`src/rtl/dig_gain_pkg.sv`:
```
// Shared types and defaults for the digital gain AGC controller.
// Holds the FSM state encoding, channel indices and coefficient limits.
package dig_gain_pkg;

  typedef enum logic [1:0] {
    IDLE        = 2'd0,
    CAPTURE     = 2'd1,
    ADJUST      = 2'd2,
    WAIT_COMMIT = 2'd3
  } agc_state_e;

  localparam int CH_I   = 0;
  localparam int CH_Q   = 1;
  localparam int CH_U   = 2;
  localparam int CH_V   = 3;
  localparam int NUM_CH = 4;

  localparam logic [15:0] COEFF_INIT_DEF = 16'h4000;
  localparam logic [15:0] COEFF_MIN_DEF  = 16'h0010;
  localparam logic [15:0] COEFF_MAX_DEF  = 16'hFFF0;

  function automatic logic at_clamp(input logic [15:0] c,
                                    input logic [15:0] lo,
                                    input logic [15:0] hi);
    return (c == lo) || (c == hi);
  endfunction

endpackage

```
`src/rtl/gain_step_unit.sv`:
```
// Single-channel gain decision: compare peak to window, step coefficient, clamp.
// Purely combinational; the controller time-shares one instance across channels.
module gain_step_unit #(
  parameter logic [15:0] COEFF_MIN = 16'h0010,
  parameter logic [15:0] COEFF_MAX = 16'hFFF0,
  parameter int unsigned STEP_SH   = 4
) (
  input  logic [15:0] i_coeff,
  input  logic [31:0] i_pk,
  input  logic [31:0] i_hi_th,
  input  logic [31:0] i_lo_th,
  output logic [15:0] o_pend
);

  logic [15:0] w_shift;
  logic [15:0] w_step;
  logic [16:0] w_sum;
  logic [16:0] w_diff;

  assign w_shift = i_coeff >> STEP_SH;
  assign w_step  = (w_shift == 16'd0) ? 16'd1 : w_shift;
  // 17-bit arithmetic so neither direction can wrap before clamping
  assign w_sum   = {1'b0, i_coeff} + {1'b0, w_step};
  assign w_diff  = {1'b0, i_coeff} - {1'b0, w_step};

  always_comb begin
    o_pend = i_coeff;
    if (i_pk > i_hi_th) begin
      if (w_diff[16] || (w_diff[15:0] < COEFF_MIN)) o_pend = COEFF_MIN;
      else                                          o_pend = w_diff[15:0];
    end else if (i_pk < i_lo_th) begin
      if (w_sum > {1'b0, COEFF_MAX}) o_pend = COEFF_MAX;
      else                           o_pend = w_sum[15:0];
    end
  end

endmodule

```
`src/rtl/digital_gain_agc_ctrl.sv`:
```
// Frame-based AGC for the four-channel digital gain stage; commits coefficients on frame ends.
// Optional manual override when GAIN_CTRL_MANUAL_EN is defined.
//   state       | meaning
//   IDLE        | waiting for a frame end (counts down hold frames)
//   CAPTURE     | peaks latched from the frame-end cycle
//   ADJUST      | one channel per cycle through the shared step unit
//   WAIT_COMMIT | pending values ready, applied on the next frame end
module digital_gain_agc_ctrl
  import dig_gain_pkg::*;
#(
  parameter int unsigned CNT_W       = 9,
  parameter int unsigned FRAME_LAST  = 511,
  parameter logic [15:0] COEFF_INIT  = COEFF_INIT_DEF,
  parameter logic [15:0] COEFF_MIN   = COEFF_MIN_DEF,
  parameter logic [15:0] COEFF_MAX   = COEFF_MAX_DEF,
  parameter int unsigned STEP_SH     = 4,
  parameter int unsigned HOLD_FRAMES = 1
) (
  input  logic             clk,
  input  logic             rst,
  input  logic             agc_en,
  input  logic [31:0]      hi_th,
  input  logic [31:0]      lo_th,
  input  logic             en_sync_in,
  input  logic [CNT_W-1:0] cnt_sync_in,
  input  logic [31:0]      max_I,
  input  logic [31:0]      max_Q,
  input  logic [31:0]      max_U,
  input  logic [31:0]      max_V,
`ifdef GAIN_CTRL_MANUAL_EN
  input  logic             man_en,
  input  logic [15:0]      man_coeff_I,
  input  logic [15:0]      man_coeff_Q,
  input  logic [15:0]      man_coeff_U,
  input  logic [15:0]      man_coeff_V,
`endif
  output logic [15:0]      scaled_coeff_I,
  output logic [15:0]      scaled_coeff_Q,
  output logic [15:0]      scaled_coeff_U,
  output logic [15:0]      scaled_coeff_V,
  output logic             coeff_upd,
  output logic [3:0]       sat_flag,
  output logic             busy
);

  localparam int unsigned HOLD_W = (HOLD_FRAMES < 1) ? 1 : $clog2(HOLD_FRAMES + 1);

  agc_state_e        r_state, w_state_nxt;
  logic [HOLD_W-1:0] r_hold_cnt;
  logic [1:0]        r_ch;
  logic [31:0]       r_pk       [NUM_CH];
  logic [15:0]       r_pend     [NUM_CH];
  logic [15:0]       r_coeff    [NUM_CH];
  logic              r_upd;
  logic [3:0]        r_sat;

  logic              w_fe;
  logic              w_commit;
  logic              w_load;
  logic              w_diff;
  logic              w_man_en;
  logic [3:0]        w_sat_nxt;
  logic [15:0]       w_step_out;
  logic [31:0]       w_max      [NUM_CH];
  logic [15:0]       w_man_coeff[NUM_CH];
  logic [15:0]       w_load_val [NUM_CH];

  assign w_fe = en_sync_in && (cnt_sync_in == CNT_W'(FRAME_LAST));

  assign w_max[CH_I] = max_I;
  assign w_max[CH_Q] = max_Q;
  assign w_max[CH_U] = max_U;
  assign w_max[CH_V] = max_V;

`ifdef GAIN_CTRL_MANUAL_EN
  assign w_man_en          = man_en;
  assign w_man_coeff[CH_I] = man_coeff_I;
  assign w_man_coeff[CH_Q] = man_coeff_Q;
  assign w_man_coeff[CH_U] = man_coeff_U;
  assign w_man_coeff[CH_V] = man_coeff_V;
`else
  assign w_man_en = 1'b0;
  always_comb begin
    for (int i = 0; i < NUM_CH; i++) w_man_coeff[i] = 16'd0;
  end
`endif

  gain_step_unit #(
    .COEFF_MIN (COEFF_MIN),
    .COEFF_MAX (COEFF_MAX),
    .STEP_SH   (STEP_SH)
  ) u_step (
    .i_coeff (r_coeff[r_ch]),
    .i_pk    (r_pk[r_ch]),
    .i_hi_th (hi_th),
    .i_lo_th (lo_th),
    .o_pend  (w_step_out)
  );

  always_comb begin
    w_state_nxt = r_state;
    w_commit    = 1'b0;
    w_load      = 1'b0;
    w_diff      = 1'b0;
    w_sat_nxt   = r_sat;
    for (int i = 0; i < NUM_CH; i++) w_load_val[i] = w_man_en ? w_man_coeff[i] : r_pend[i];

    if (w_man_en) begin
      w_state_nxt = IDLE;
    end else begin
      case (r_state)
        IDLE:        if (w_fe && agc_en && (r_hold_cnt == '0)) w_state_nxt = CAPTURE;
        CAPTURE:     w_state_nxt = agc_en ? ADJUST : IDLE;
        ADJUST: begin
          if (!agc_en)                          w_state_nxt = IDLE;
          else if (r_ch == 2'(NUM_CH - 1))      w_state_nxt = WAIT_COMMIT;
        end
        WAIT_COMMIT: if (!agc_en || w_fe) w_state_nxt = IDLE;
        default:     w_state_nxt = IDLE;
      endcase
    end

    // A disable in WAIT_COMMIT wins over a coincident frame end
    w_commit = (r_state == WAIT_COMMIT) && agc_en && w_fe && !w_man_en;
    w_load   = w_commit || (w_man_en && w_fe);
    for (int i = 0; i < NUM_CH; i++) begin
      if (w_load_val[i] != r_coeff[i]) w_diff = 1'b1;
      w_sat_nxt[i] = at_clamp(w_load_val[i], COEFF_MIN, COEFF_MAX);
    end
  end

  always_ff @(posedge clk) begin
    if (rst) begin
      r_state    <= IDLE;
      r_hold_cnt <= HOLD_W'(HOLD_FRAMES);
      r_ch       <= 2'd0;
      r_upd      <= 1'b0;
      r_sat      <= {NUM_CH{at_clamp(COEFF_INIT, COEFF_MIN, COEFF_MAX)}};
      for (int i = 0; i < NUM_CH; i++) begin
        r_pk[i]    <= 32'd0;
        r_pend[i]  <= COEFF_INIT;
        r_coeff[i] <= COEFF_INIT;
      end
    end else begin
      r_state <= w_state_nxt;
      r_upd   <= 1'b0;

      if (w_load) begin
        r_upd <= w_diff;
        r_sat <= w_sat_nxt;
        for (int i = 0; i < NUM_CH; i++) r_coeff[i] <= w_load_val[i];
      end

      if (w_man_en || w_commit)
        r_hold_cnt <= HOLD_W'(HOLD_FRAMES);
      else if ((r_state == IDLE) && w_fe && (r_hold_cnt != '0))
        r_hold_cnt <= r_hold_cnt - HOLD_W'(1);

      if ((r_state == IDLE) && (w_state_nxt == CAPTURE)) begin
        for (int i = 0; i < NUM_CH; i++) r_pk[i] <= w_max[i];
      end

      if (r_state == ADJUST) begin
        r_pend[r_ch] <= w_step_out;
        r_ch         <= r_ch + 2'd1;
      end else begin
        r_ch <= 2'd0;
      end
    end
  end

  assign scaled_coeff_I = r_coeff[CH_I];
  assign scaled_coeff_Q = r_coeff[CH_Q];
  assign scaled_coeff_U = r_coeff[CH_U];
  assign scaled_coeff_V = r_coeff[CH_V];
  assign coeff_upd      = r_upd;
  assign sat_flag       = r_sat;
  assign busy           = (r_state != IDLE);

endmodule

```
`config.mk`:
```
export PLATFORM = sky130hd
export DESIGN_NAME = digital_gain_agc_ctrl
export DESIGN_NICKNAME = d
export VERILOG_FILES = /design/src/rtl/dig_gain_pkg.sv /design/src/rtl/gain_step_unit.sv /design/src/rtl/digital_gain_agc_ctrl.sv
export SDC_FILE = /design/constraint.sdc
export NUM_CORES = 1
export LEC_CHECK = 0
export ABC_AREA = 1
export CAP_MARGIN = 20
export CORE_MARGIN = 2
export CORE_UTILIZATION = 30
export DETAILED_ROUTE_END_ITERATION = 8
export PLACE_DENSITY = 0.62
export SETUP_SLACK_MARGIN = 0.3
export SLEW_MARGIN = 0
export SYNTH_ARGS = -nofsm -noshare
export SYNTH_HDL_FRONTEND = slang
export SYNTH_SLANG_ARGS = --single-unit
export TNS_END_PERCENT = 50
```
`constraint.sdc`:
```
create_clock -name clk -period 11.9 [get_ports clk]
set_input_delay 1.785 -clock clk [delete_from_list [all_inputs] [get_ports clk]]
set_output_delay 1.785 -clock clk [all_outputs]
set_load 0.02 [all_outputs]
```
==> flow_summary.yaml <==
timing:
  period_minus_slack_ns: 5.110
  finalSetupTns_ns: 0
  fmax_mhz: 195.7
  fin_hold_ws_ns: 0.4610
  slew_headroom_pct: 30.04
  finalSetupViolCount: 0
  grt_setup_unrepaired: "false"
  skew_ns: 0.01088
  slew_viol_final: 0
  hold_viol: 0
  setup_ws_ns: 6.790
  worst_pin_slew_ns: 1.040
  min_period_over_period_pct: 42.94
synthesis:
  ys_top_cells_by_area: "edfxtp_1, inv_1, nor2_1"
  ys_types: 61
  ys.flop_type: "edfxtp_1"
  synth_edf_count: 256
  synth_nets: 2279
  syn_inst: 1984
  seq_area_frac_synth_pct: 47.12
  synth_area_um2: 16740
  synth_most_common_cell: "inv_1"
  yosysTopAreaCell: "edfxtp_1"
  synth.avg_cell_area_um2: 8.437
  synthTopCellsByCount: "inv_1, nor2_1, nand2_1"
  synth_top_area_share_pct: 45.93
  yosysWarnings: 0
  async_reset_ff_share_pct: 0
  synth_seq_cells: 266
clock_network:
  cts_max_path_buffers: 3
  htreeDepth: 1
  cts_root_buffer: "clkbuf_16"
  cts_tree: "done"
  insertion_delay_ns: 0.57
  cts_buffers: 30
  cts_sinks: 266
  clkTransAtPathRegs_ns: 0.06
  post-cts-setup-buffer-count: 0
  cts_resized: 0
  holdBufCountCts: 0
placed_design:
  post-place-ws_ns: 6.286
  dpl.cell_count: 2950
  dp_hpwl_um: 40570
  portBuffers: 274
  gp_congestion: 0.9428
  dpl-instance-area_um2: 20190
layout:
  layout-drive-gt1-share_pct: 7.137
  num-nets-final: 2530
  antenna_cells: 0
  area_delta_synth_final_pct: 26.08
  final_area_um2: 21100
  final_core_util_pct: 38.31
  final_cells: 3004
pwr:
  p_sw_mw: 0.5633
  swShare_pct: 25.05
  powerDensity_nw_per_um2: 106.5
  seq_power_share_pct: 47.8
  intPower_mw: 1.685
  p_leak_nw: 9.343
  pwr-share-comb_pct: 13.6
  p_total_mw: 2.248
  clock_power_share_pct: 38.6
  vdd_drop_max_mv: 0.1087
detailed_routing:
  first_pass_iters: 6
  post_drt_wl_per_cell_um: 17.47
  wirelength_um: 52480
  drt-initial-drc-count: 1197
  avgViaCountPerCell: 4.815
  via_count: 14470
  drc: 0
  detail-route-antenna-nets: 0
setup_path:
  r2r_end: "r_pend[2][2]"
  start_kind: "flop"
  max_stage_delay_ns: 0.58
  crit_path_frequent_cell: "nand3_1"
  cp_top_family: "simple AND/OR/NAND/NOR gates"
  worstPathCellList: "buf_4 > nand2_1 > a32oi_1 > inv_1 > nand4_1 > nor2_1 > a41o_1 > ha_1 > fa_1 > inv_1 > nand3_1 > nand2_1 > nand3_1 > nand3_1 > xor2_1 > nand3_1 > nor2_1 > nand3_2 > nand3_1 > nand2_1 > nand3_2 > nor2_1"
  path_buf_inv: 3
  r2r_cells: 22
  cp.depth: 22
  crit_slowest_cell: "a32oi_1"
  cp.required_ns: 12.21
  worstPathArrival_ns: 5.42
  worst-path-max-fanout: 26
  r2r_start: "r_ch[0]"
  crit_type: "reg -> reg"
  cp-end-kind: "flop"
  r2r_slack_ns: 6.79
grt:
  grt.overflow.total: 0
  grt_start_max_net_pins: 99
  grt_pass1_vias: 14490
  gr-usage-all-layers_pct: 18.18
  grt_pass1_wl_um: 80960
  antenna_found_initial: 2
floorplan:
  initial_core_util_pct: 30.38
  die_area_um2: 57700
  ios: 275
  die-width_um: 240.2
  num_rows: 86
  coreArea_um2: 55090
  die_h_um: 240.2
run_status:
  status: "complete, no violations"
min_path:
  whs_path_depth: 2
  min_path_type: "reg -> reg"
  hold_path_startpoint: "r_hold_cnt"
  hold_end: "r_hold_cnt"
flow_run:
  maxCapViolCount: 0
## state kept, by name (all words and copies together) (netlist names)
name / cells
r_ch: 2
sat_flag: 4
r_coeff: 64
r_hold_cnt: 1
r_pend: 64
r_state: 2
r_pk: 128
coeff_upd: 1
## cells by family (layout without fill, tap and decap cells)
family,Yosys count,after routing,share of synthesized area (%)
compound gates,248,248,8.880
buf+inv,453,725,10.86
fa+ha+maj,90,90,6.817
xor+xnor,59,59,3.132
flops,266,266,47.12
simple gates,868,868,23.19
## layout by cell type, fill, tap and decap left out, types with 10 or more instances in the layout
cell type / synthesis / final
inv_1: 366 / 365
nor2_1: 360 / 360
nand2_1: 281 / 280
clkdlybuf4s50_1: 0 / 274
edfxtp_1: 256 / 256
ha_1: 88 / 88
o21ai_0: 87 / 86
nand3_1: 78 / 77
a21oi_1: 76 / 76
nand4_1: 44 / 44
xnor2_1: 42 / 42
o22ai_1: 33 / 33
clkbuf_16: 0 / 31
nand2_2: 24 / 24
nand3_2: 21 / 22
xor2_1: 16 / 16
nor4_1: 16 / 16
buf_4: 10 / 15
inv_2: 13 / 14
a32oi_1: 12 / 12
or2_2: 10 / 10
## area by class of cell
| cell class | instances | area (µm²) |
|---|---|---|
| clock buffers | 39 | 805.8 |
| clock inverters | 14 | 103.9 |
| fillers | 5586 | 33990 |
| inverters | 382 | 1444 |
| multi-input cells | 1265 | 7062 |
| flip-flops and latches | 266 | 7893 |
| well taps | 748 | 935.9 |
| repair buffers | 290 | 2860 |
## tightest hold or removal path, cell delays in order (launching register included)
cell and delay [ns]:
dfxtp_1 0.30, o21ai_0 0.06, nand2_1 0.05
## power groups by stage
stage | Combinational (mW) | Clock, mW | Sequential [mW]
6_report | 0.307 | 0.868 | 1.07
5_1_grt | 0.340 | 0.917 | 1.08
4_1_cts | 0.308 | 0.883 | 1.07
3_5_place_dp | 0.306 | 0 | 1.09
3_3_place_gp | 0.304 | 0 | 1.09
2_1_floorplan | 0.157 | 0 | 1.10
## worst max-delay path by stage
stage	startpoint	to	slack, ns
after floorplan	en_sync_in	r_pk[0][0]	3.09
after global placement	hi_th[31]	r_pend[1][14]	6.47
after detailed placement	hi_th[31]	r_pend[1][14]	6.29
after CTS	r_ch[1]	r_pend[1][14]	6.75
after global routing	r_ch[0]	r_pend[0][3]	6.40
final	r_ch[0]	r_pend[2][2]	6.79
## metal layers
metal | vias to the layer above | part of all wire, % | GRT usage (%)
met1 | 6735 | 42 | 23.95
li1 | 6962 | - | -
met4 | 2 | 3.5 | 6.305
met2 | 655 | 46 | 29.72
met3 | 111 | 8.5 | 3.582
met5 | - | 0.025 | 0
(Power assumes the default switching activity.)
